===== src/rtl/counter_6bit.sv =====
// Free-running modulo-(MAX_VAL+1) address counter with terminal-count decode
// and a 2-bit wrap counter (sine quadrant index with the default parameters).
module counter_6bit #(
  parameter int WIDTH    = 6,
  parameter int MAX_VAL  = 63,
  parameter int INIT_VAL = 0
) (
  input  logic             clk,
  input  logic             rst,
  output logic [WIDTH-1:0] par_out,
  output logic             tc,
  output logic [1:0]       wrap_cnt
);

  localparam logic [WIDTH-1:0] MAX_C  = WIDTH'(MAX_VAL);
  localparam logic [WIDTH-1:0] INIT_C = WIDTH'(INIT_VAL);

  logic [WIDTH-1:0] r_count;
  logic [1:0]       r_wrap;
  logic             w_at_max;

  // Wrap decision uses >= so that no value above MAX_VAL can ever persist,
  // and the increment never relies on native WIDTH-bit overflow.
  function automatic logic at_or_above_max(input logic [WIDTH-1:0] cnt);
    return (cnt >= MAX_C);
  endfunction

  function automatic logic [WIDTH-1:0] next_count(input logic [WIDTH-1:0] cnt);
    if (at_or_above_max(cnt)) begin
      return '0;
    end
    return cnt + WIDTH'(1);
  endfunction

  assign w_at_max = at_or_above_max(r_count);

  // Stage: count and wrap registers; reset wins over a coincident wrap
  always_ff @(posedge clk) begin
    if (!rst) begin
      r_count <= INIT_C;
      r_wrap  <= 2'd0;
    end else begin
      r_count <= next_count(r_count);
      if (w_at_max) begin
        r_wrap <= r_wrap + 2'd1;
      end
    end
  end

  assign par_out  = r_count;
  assign tc       = (r_count == MAX_C);
  assign wrap_cnt = r_wrap;

endmodule


===== config.mk =====
export PLATFORM = sky130hd
export DESIGN_NAME = counter_6bit
export DESIGN_NICKNAME = d
export VERILOG_FILES = /design/src/rtl/counter_6bit.sv
export SDC_FILE = /design/constraint.sdc
export NUM_CORES = 1
export LEC_CHECK = 0
export CAP_MARGIN = 5
export CORE_AREA = 2 2 39 41
export CTS_BUF_LIST = sky130_fd_sc_hd__clkbuf_2
export CTS_CLUSTER_SIZE = 14
export DETAILED_ROUTE_END_ITERATION = 8
export DIE_AREA = 0 0 41 43
export RECOVER_POWER = 100
export SETUP_SLACK_MARGIN = 0.5
export SLEW_MARGIN = 15
export SYNTH_ARGS = -nofsm -noshare
export SYNTH_HDL_FRONTEND = slang
export SYNTH_SLANG_ARGS = --single-unit

===== constraint.sdc =====
create_clock -name clk -period 1.32 [get_ports clk]
set_input_delay 0.264 -clock clk [delete_from_list [all_inputs] [get_ports clk]]
set_output_delay 0.264 -clock clk [all_outputs]
set_load 0.005 [all_outputs]

==> results of run 1 <==
-- worst max-delay path, cell delays in order (launching register included) --
cell	delay [ns]
dfxtp_2	0.35
ha_4	0.15
nand3_4	0.06
clkbuf_2	0.14
or3_1	0.31
a21boi_0	0.17
-- state kept, by name (all words and copies together) (netlist names) --
name / cells
par_out: 6
wrap_cnt: 2
-- power by group through the flow --
stage | clock, mW | sequential, mW | combinational, mW
3_3_place_gp | 0 | 0.264 | 0.0551
4_1_cts | 0.157 | 0.257 | 0.0648
6_report | 0.147 | 0.257 | 0.0599
5_1_grt | 0.173 | 0.258 | 0.0652
3_5_place_dp | 0 | 0.264 | 0.0555
2_1_floorplan | 0 | 0.267 | 0.0168
-- cell type report --
type,count,area [µm²]
inverter,1,3.75
clock buffer,3,15.0
fill,150,791
multi-input combinational,25,180
tap,16,20.0
timing repair buffer,25,210
sequential,8,164
-- timing repair --
item / CTS / global route
setup buffers: 4 / 2
hold endpoints to repair: 0 / 0
pin swaps: 5 / 0
setup endpoints to repair: 17 / 17
gates resized for setup: 50 / 4
-- cells by family (layout without fill, tap and decap cells) --
logic type,Yosys count,after routing,synth area share [%]
AOI/OAI and AO/OA,7,7,12.6
adders and majority gates,1,1,3.95
DFF,8,8,50.6
buffers and inverters,1,29,1.18
and+or+nand+nor,14,14,23.3
xor gates and xnor gates,3,3,8.30
-- stage by stage --
stage          utilization [%]  power (mW)  cell area (µm²)  cells
5_1_grt                   42.9       0.497              593     78
3_3_place_gp              38.2       0.319              528     69
6_report                  42.9       0.465              593     78
4_1_cts                   42.9       0.479              594     76
3_5_place_dp              38.2       0.319              528     69
2_1_floorplan                -       0.284              340     34
-- cell usage after synthesis --
cell type	instances
dfxtp_1	8
nor2_1	4
o21ai_0	4
or3_1	3
a21boi_1	2
and2_1	2
nand2_1	2
nand3_1	2
xor2_1	2
a21oi_1	1
ha_1	1
inv_1	1
nand3_2	1
xnor2_1	1
-- per-layer routing --
metal / vias to the layer above / track usage, %
met4: 0 / 0
met1: 153 / 11.0
met5: - / 0
met2: 13 / 14.7
met3: 0 / 9.42
li1: 176 / -
-- layout by cell type, fill, tap and decap left out, drive strengths merged --
cell type      count
a21boi             2
a21oi              1
and2               2
buf               20
clkbuf             7
clkdlybuf4s50      1
dfxtp              8
ha                 1
inv                1
nand2              2
nand3              3
nor2               4
o21ai              4
or3                3
xnor2              1
xor2               2
-- worst max path at each step --
stage | end | slack (ns) | cells past startpoint
detailed placement | tc | -0.11 | 4
finish | wrap_cnt[0] | 0.07 | 5
global placement | tc | -0.1 | 4
CTS | tc | 0.07 | 4
floorplan | wrap_cnt[1] | 0.25 | 4
global route | tc | 0.006 | 4
==> flow_metrics.tcl, run 1 <==
set metrics [dict create \
    drt-total-wl_um 801 \
    fin_nets 67 \
    r2r_cells 5 \
    worstReg2RegEnd "wrap_cnt[0]" \
    clockBufferDepth 2 \
    die_x_um 41 \
    min_path_type "reg2reg" \
    grt_max_degree 7 \
    synthesis.area_um2 317 \
    core_area_mm2 0.00138 \
    r2r_slack_ns 0.07 \
    placementRows 14 \
    rsz0062_at_grt "yes" \
    power.share.combinational_pct 12.9 \
    grt_pass1_wl_um 1130 \
    vias 342 \
    finalWorstSetupSlack_ns 0.0737 \
    startpoint "par_out[0]" \
    cp-end-kind "register" \
    worst-setup-path-type "reg2reg" \
    wl_met3_um 67 \
    worst_setup_path_start_kind "register" \
    root_buffer "clkbuf_2" \
    path_max_fanout 6 \
    area_growth_pct 87.4 \
    syn_inst 34 \
    clock.fmax_mhz 802 \
    dp_slack_ns -0.106 \
    worst_clock_skew_ns 0.0148 \
    peakVddDrop_mv 0.453 \
    initial_utilization_pct 22.9 \
    power.internal_uw 349 \
    grt_usage_pct 9.97 \
    path_clk_slew_ns 0.09 \
    drc 0 \
    postRouteAntennaNets 0 \
    dp_hpwl_um 564 \
    dr.pass1.iters 1 \
    hold_ws_ns 0.589 \
    cts_inserted_buffers 3 \
    min_period_ns 1.25 \
    synth_top_area_share_pct 50.6 \
    grt_pass1_vias 275 \
    insertion_delay_ns 0.24 \
    powerDensity_mw_per_mm2 783 \
    dieArea_mm2 0.00176 \
    p_leak_nw 0.255 \
    hold_viol_final 0 \
    met1_length_um 384 \
    avgRoutedWirePerCell_um 10.3 \
    crit_arrival_ns 1.41 \
    clock-sinks 8 \
    critPathRequiredTime_ns 1.49 \
    setup_viol 0 \
    drv_cap 0 \
    power.share.switching_pct 25.0 \
    rr_startpoint "par_out[0]" \
    seq_area_frac_synth_pct 50.6 \
    synth_area_leader_cell "dfxtp_1" \
    avgSynthCellArea_um2 9.31 \
    dr_wl_met2_um 349 \
    hold_path_end "par_out[0]" \
    whs_path_depth 2 \
    syn_nets 37 \
    ys_types 14 \
    tightest_slew_ns 0.338 \
    slew_violations 0 \
    status "finished, final reports clean" \
    p_sw_uw 116 \
    io_buffers 10 \
    hold_start "par_out[0]" \
    ios 11 \
    gp_congestion 0.604 \
    grt_overflow 0 \
    n_antenna_cell 0 \
    ys_seq_elements 8 \
    clockPowerShare_pct 31.7 \
    cts_tree "yes" \
    relSlewSlack_pct 77.3 \
    antenna_found_initial 0 \
    drive_gt1_share_pct 51.6 \
    post_drt_via_cell_ratio 4.38 \
    die_h_um 43 \
    highest_layer "met3" \
    fin_crit_sh_pct 94.4 \
    h-tree-depth 1 \
    synth_area_leaders "dfxtp_1 51%, o21ai_0 6.3%, or3_1 5.9%" \
    fin_tns_setup_ns 0 \
    cts_hold_buf 0 \
    yosysWarnings 0 \
    pwr-share-seq_pct 55.3 \
    drt_iter0_markers 0 \
]
No activity file was read; power rests on OpenSTA's default activity.
==> run 2, diff against run 1 <==
- SKIP_LAST_GASP: not set -> 1
==> results of run 2 <==
No change in the layout: final DEF, timing and power equal those of run 1.
==> run 3, diff against run 2 <==
- CTS_CLUSTER_SIZE: 14 -> 30
==> results of run 3 <==
No change in the layout: final DEF, timing and power equal those of run 1.
